<file path="src/rtl/divider_32bit.sv">
// divider_32bit: iterative restoring divide/remainder unit for RV32M DIV, DIVU, REM and REMU
module divider_32bit #(
    parameter int XLEN = 32
) (
    input  logic            clk_i,
    input  logic            rst_ni,
    input  logic            start_i,
    input  logic            kill_i,
    input  logic [1:0]      div_op_i,
    input  logic [XLEN-1:0] operand_a_i,
    input  logic [XLEN-1:0] operand_b_i,
    output logic            busy_o,
    output logic            valid_o,
    output logic [XLEN-1:0] result_o
);
    localparam int CW = $clog2(XLEN);
    typedef enum logic [1:0] {IDLE, CALC, DONE} state_t;
    state_t state, next_state;
    logic [1:0] op;
    logic [XLEN-1:0] rem, quot, dvs, result;
    logic [CW-1:0] cnt;
    logic neg_quot, neg_rem;
    logic sgn, a_neg, b_neg, div_zero, ovf, special, accept, last, ge;
    logic [XLEN-1:0] a_mag, b_mag, special_res, rem_nx, quot_nx, final_res;
    logic [XLEN:0] shifted;
    assign sgn = ~div_op_i[0];
    assign a_neg = sgn & operand_a_i[XLEN-1];
    assign b_neg = sgn & operand_b_i[XLEN-1];
    assign a_mag = a_neg ? -operand_a_i : operand_a_i;
    assign b_mag = b_neg ? -operand_b_i : operand_b_i;
    assign div_zero = operand_b_i == '0;
    assign ovf = sgn && operand_a_i == {1'b1, {(XLEN-1){1'b0}}} && operand_b_i == '1;
    assign special = div_zero | ovf;
    // overflow DIV returns the dividend itself (the most negative value)
    assign special_res = div_zero ? (div_op_i[1] ? operand_a_i : '1) : (div_op_i[1] ? '0 : operand_a_i);
    assign accept = state == IDLE && start_i && !kill_i;
    assign last = cnt == CW'(XLEN-1);
    assign shifted = {rem, quot[XLEN-1]};
    assign ge = shifted >= {1'b0, dvs};
    assign rem_nx = ge ? shifted[XLEN-1:0] - dvs : shifted[XLEN-1:0];
    assign quot_nx = {quot[XLEN-2:0], ge};
    assign final_res = op[1] ? (neg_rem ? -rem_nx : rem_nx) : (neg_quot ? -quot_nx : quot_nx);
    assign busy_o = state != IDLE;
    assign valid_o = state == DONE && !kill_i;
    assign result_o = result;
    always_comb begin
        next_state = state;
        if (kill_i) next_state = IDLE;
        else if (state == IDLE && start_i) next_state = special ? DONE : CALC;
        else if (state == CALC && last) next_state = DONE;
        else if (state == DONE) next_state = IDLE;
    end
    always_ff @(posedge clk_i) begin
        if (!rst_ni) state <= IDLE;
        else state <= next_state;
    end
    always_ff @(posedge clk_i) begin
        if (!rst_ni) begin
            op <= '0;
            rem <= '0;
            quot <= '0;
            dvs <= '0;
            cnt <= '0;
            neg_quot <= 1'b0;
            neg_rem <= 1'b0;
            result <= '0;
        end else if (accept) begin
            op <= div_op_i;
            rem <= '0;
            quot <= a_mag;
            dvs <= b_mag;
            cnt <= '0;
            neg_quot <= a_neg ^ b_neg;
            neg_rem <= a_neg;
            if (special) result <= special_res;
        end else if (state == CALC) begin
            rem <= rem_nx;
            quot <= quot_nx;
            cnt <= cnt + 1'b1;
            if (last && !kill_i) result <= final_res;
        end
    end
endmodule

</file>
<file path="config.mk">
export PLATFORM = sky130hd
export DESIGN_NAME = divider_32bit
export DESIGN_NICKNAME = d
export VERILOG_FILES = /design/src/rtl/divider_32bit.sv
export SDC_FILE = /design/constraint.sdc
export NUM_CORES = 1
export LEC_CHECK = 0
export ABC_AREA = 1
export CAP_MARGIN = 20
export CELL_PAD_IN_SITES_DETAIL_PLACEMENT = 0
export CELL_PAD_IN_SITES_GLOBAL_PLACEMENT = 1
export CORE_MARGIN = 2
export CORE_UTILIZATION = 37
export DETAILED_ROUTE_END_ITERATION = 8
export PLACE_DENSITY_LB_ADDON = 0.05
export SYNTH_ARGS = -nofsm -noshare
export SYNTH_HDL_FRONTEND = slang
export SYNTH_SLANG_ARGS = --single-unit
</file>
<file path="constraint.sdc">
create_clock -name clk_i -period 3.95 [get_ports clk_i]
set_clock_uncertainty 0.1 [all_clocks]
set_input_delay 0.79 -clock clk_i [delete_from_list [all_inputs] [get_ports clk_i]]
set_output_delay 0.79 -clock clk_i [all_outputs]
set_load 0.005 [all_outputs]
</file>
==> flow_metrics.py <==
metrics = {
    "outcome": {
        "status": "complete, no violations",
    },
    "detailed_routing": {
        "wl_per_cell_microns": 18.19,
        "post-route-drc-count": 0,
        "dr.pass1.iters": 5,
        "viasPerCell": 5.202,
        "ant_nets": 0,
        "totalWireLength_microns": 51630,
        "drtIter0Drc": 1094,
        "vias": 14760,
    },
    "clocking": {
        "clock_latency_ns": 0.45,
        "cts_buffer_depth": 2,
        "cts_buffers": 17,
        "cts_sinks": 138,
        "ctsRootBufferMaster": "clkbuf_16",
        "htree_levels": 4,
        "path_clk_slew_ns": 0.06,
        "cts_tree": "built",
        "ctsHoldBuffers": 0,
    },
    "timing": {
        "slew_viol_final": 0,
        "tightestPinTransition_ns": 0.8783,
        "maxSlewHeadroom": 0.4138,
        "fin_hold_ws_ns": 0.3680,
        "min_period_ns": 3.839,
        "setup_viol": 0,
        "fin_crit_sh": 0.9718,
        "max_freq_ghz": 0.2605,
        "finalHoldViolCount": 0,
        "rsz0062_at_grt": "yes",
        "fin_ws_ns": 0.1113,
    },
    "cells_and_area": {
        "multiInputGateArea_sq_um": 8745,
        "drive_above_1_share": 0.1795,
        "fin_area_sq_um": 16470,
        "seqCellArea_sq_um": 2779,
        "final_nets": 2487,
        "insertedDiodeCount": 0,
        "fillers": 3616,
        "syn2layout_area_growth_pct": 31.16,
    },
    "grt": {
        "grt_usage": 0.2883,
        "grt_pass1_wl_microns": 79280,
        "grt_overflow": 0,
        "grt_max_degree": 95,
        "grt_pass1_vias": 13820,
        "antenna_found_initial": 1,
    },
    "floorplanning": {
        "ios": 104,
        "rows": 67,
        "start_util": 0.3755,
        "design.core.area_sq_um": 33450,
        "dieArea_sq_um": 35430,
        "die_w_microns": 188.2,
        "die_h_microns": 188.2,
    },
    "placement": {
        "port_buffers": 103,
        "pre_cts_ws_ns": -0.6679,
        "hpwl_microns": 39680,
        "place_area_sq_um": 15310,
        "gp_congestion": 0.9128,
    },
    "power_and_ir_drop": {
        "p_total_uw": 6179,
        "seq_power_share": 0.251,
        "powerDensity_nw_per_um2": 375.1,
        "switchingPower_uw": 2644,
        "power.internal_uw": 3535,
        "cellLeakagePower_uw": 0.007763,
        "ir_drop_v": 0.0003326,
        "comb_power_share": 0.477,
        "swShare": 0.4279,
        "p_clk_frac": 0.272,
    },
    "critical_path": {
        "required_ns": 4.18,
        "path_max_fanout": 3,
        "crit_top_cell": "nand2_1",
        "max_stage_delay_ns": 0.31,
        "cp-start-kind": "register",
        "critPathSlowestCell": "dfxtp_1",
        "endpoint_kind": "register",
        "cp.arrival_ns": 4.07,
        "path_class": "register to register",
    },
    "logic_synthesis": {
        "syn-cell-area_sq_um": 12560,
        "synth_seq_cells": 138,
        "synth-edff-count": 0,
        "syn_inst": 2136,
        "synth_top_area_frac": 0.2200,
        "yosysWarnings": 0,
        "yosysTopAreaCell": "dfxtp_1",
        "synthTopCellsByArea": "dfxtp_1, nand2_1, inv_1, o21ai_0, a21oi_1",
        "async_reset_ff_frac": 0,
        "yosys-top-cells-count": "nand2_1, inv_1, o21ai_0",
        "ys.flop_type": "dfxtp_1",
        "yosysSeqAreaShare": 0.2200,
        "syn_nets": 2246,
        "ys_types": 51,
        "yosysMostFrequentCell": "nand2_1",
        "syn_area_per_cell_sq_um": 5.880,
    },
    "worst_hold_path": {
        "hp-class": "register to register",
    },
    "job": {
        "cap_violations": 0,
    },
}
==> sequential cells by signal (all words and copies together) (netlist names) <==
| register | cells |
|---|---|
| quot | 32 |
| dvs | 32 |
| op | 1 |
| state | 2 |
| neg_quot | 1 |
| rem | 32 |
| neg_rem | 1 |
| result_o | 32 |
| cnt | 5 |
==> worst max-delay path: cells and delay by family, from the launching register on <==
family | cells | cell delay [ns]
AO/OA/AOI/OAI | 4 | 0.38
AND/OR/NAND/NOR | 20 | 2.27
flip-flops | 1 | 0.31
adder cells (fa/ha/maj) | 2 | 0.43
buffers and inverters | 3 | 0.23
==> final cells by class <==
| cell class | count | share of cell area |
|---|---|---|
| timing repair buffer | 313 | 0.1618 |
| sequential | 138 | 0.1687 |
| inverter | 303 | 0.06919 |
| clock buffer | 20 | 0.02712 |
| multi-input combinational | 1604 | 0.5308 |
| clock inverter | 12 | 0.008355 |
| tap | 448 | 0.03403 |
==> routing by layer <==
| metal | part of all wire | wire, microns | global-route usage |
|---|---|---|---|
| met1 | 0.49 | 25420 | 0.4253 |
| met4 | 0.014 | 740 | 0.05512 |
| met5 | 0 | 0 | 0 |
| met3 | 0.057 | 2959 | 0.03986 |
| met2 | 0.44 | 22510 | 0.4468 |
==> path summary, 6_finish.rpt <==
kind / startpoint / endpoint / slack (ns) / depth (start not counted)
max: dvs[17] / result_o[30] / 0.11 / 29
min: quot[5] / quot[5] / 0.37 / 2
max reg2reg: dvs[17] / result_o[30] / 0.11 / 29
min reg2reg: quot[5] / quot[5] / 0.37 / 2
==> power by group through the flow <==
| stage | sequential [uW] | clock, uW | combinational [uW] |
|---|---|---|---|
| 2_1_floorplan | 1550 | 0 | 1710 |
| 3_3_place_gp | 1570 | 0 | 2760 |
| 3_5_place_dp | 1570 | 0 | 2760 |
| 4_1_cts | 1540 | 1700 | 2780 |
| 5_1_grt | 1560 | 1750 | 3250 |
| 6_report | 1550 | 1680 | 2950 |
==> kinds of logic (layout without fill, tap and decap cells) <==
group / count (synthesis) / in the layout / share of synthesized area
flip-flops: 138 / 138 / 0.2200
buffers and inverters: 394 / 648 / 0.1234
AND/OR/NAND/NOR: 1018 / 1018 / 0.3578
XOR/XNOR: 71 / 71 / 0.04951
AO/OA/AOI/OAI: 475 / 475 / 0.2088
adder cells (fa/ha/maj): 40 / 40 / 0.04045
==> layout by cell type (no fill, tap or decap), types with 16 or more instances in the layout <==
cell type,n
inv_1,278
nor3_1,23
nand2_1,529
inv_2,23
clkbuf_16,17
clkdlybuf4s50_1,100
nand4_1,27
nand2_2,43
buf_4,205
xor2_1,56
a31oi_1,16
nand3_1,153
nor2_1,155
nor2_2,26
o21ai_0,204
dfxtp_1,125
o211ai_1,38
a21oi_1,154
ha_4,24
==> through the flow <==
| step | setup TNS (ns) | utilization | cells |
|---|---|---|---|
| floorplan | 0 | - | 2136 |
| global placement | -22.60 | 0.4576 | 2797 |
| detailed placement | -21.28 | 0.4576 | 2797 |
| CTS | 0 | 0.4760 | 2829 |
| global route | -0.6189 | 0.4925 | 2838 |
| finish | 0 | 0.4925 | 2838 |
==> what timing repair did <==
item,in CTS,in global routing
resized for setup,9,93
setup endpoints to repair,32,39
buffers inserted,0,9
pin swaps,0,24
(Power assumes the default switching activity.)
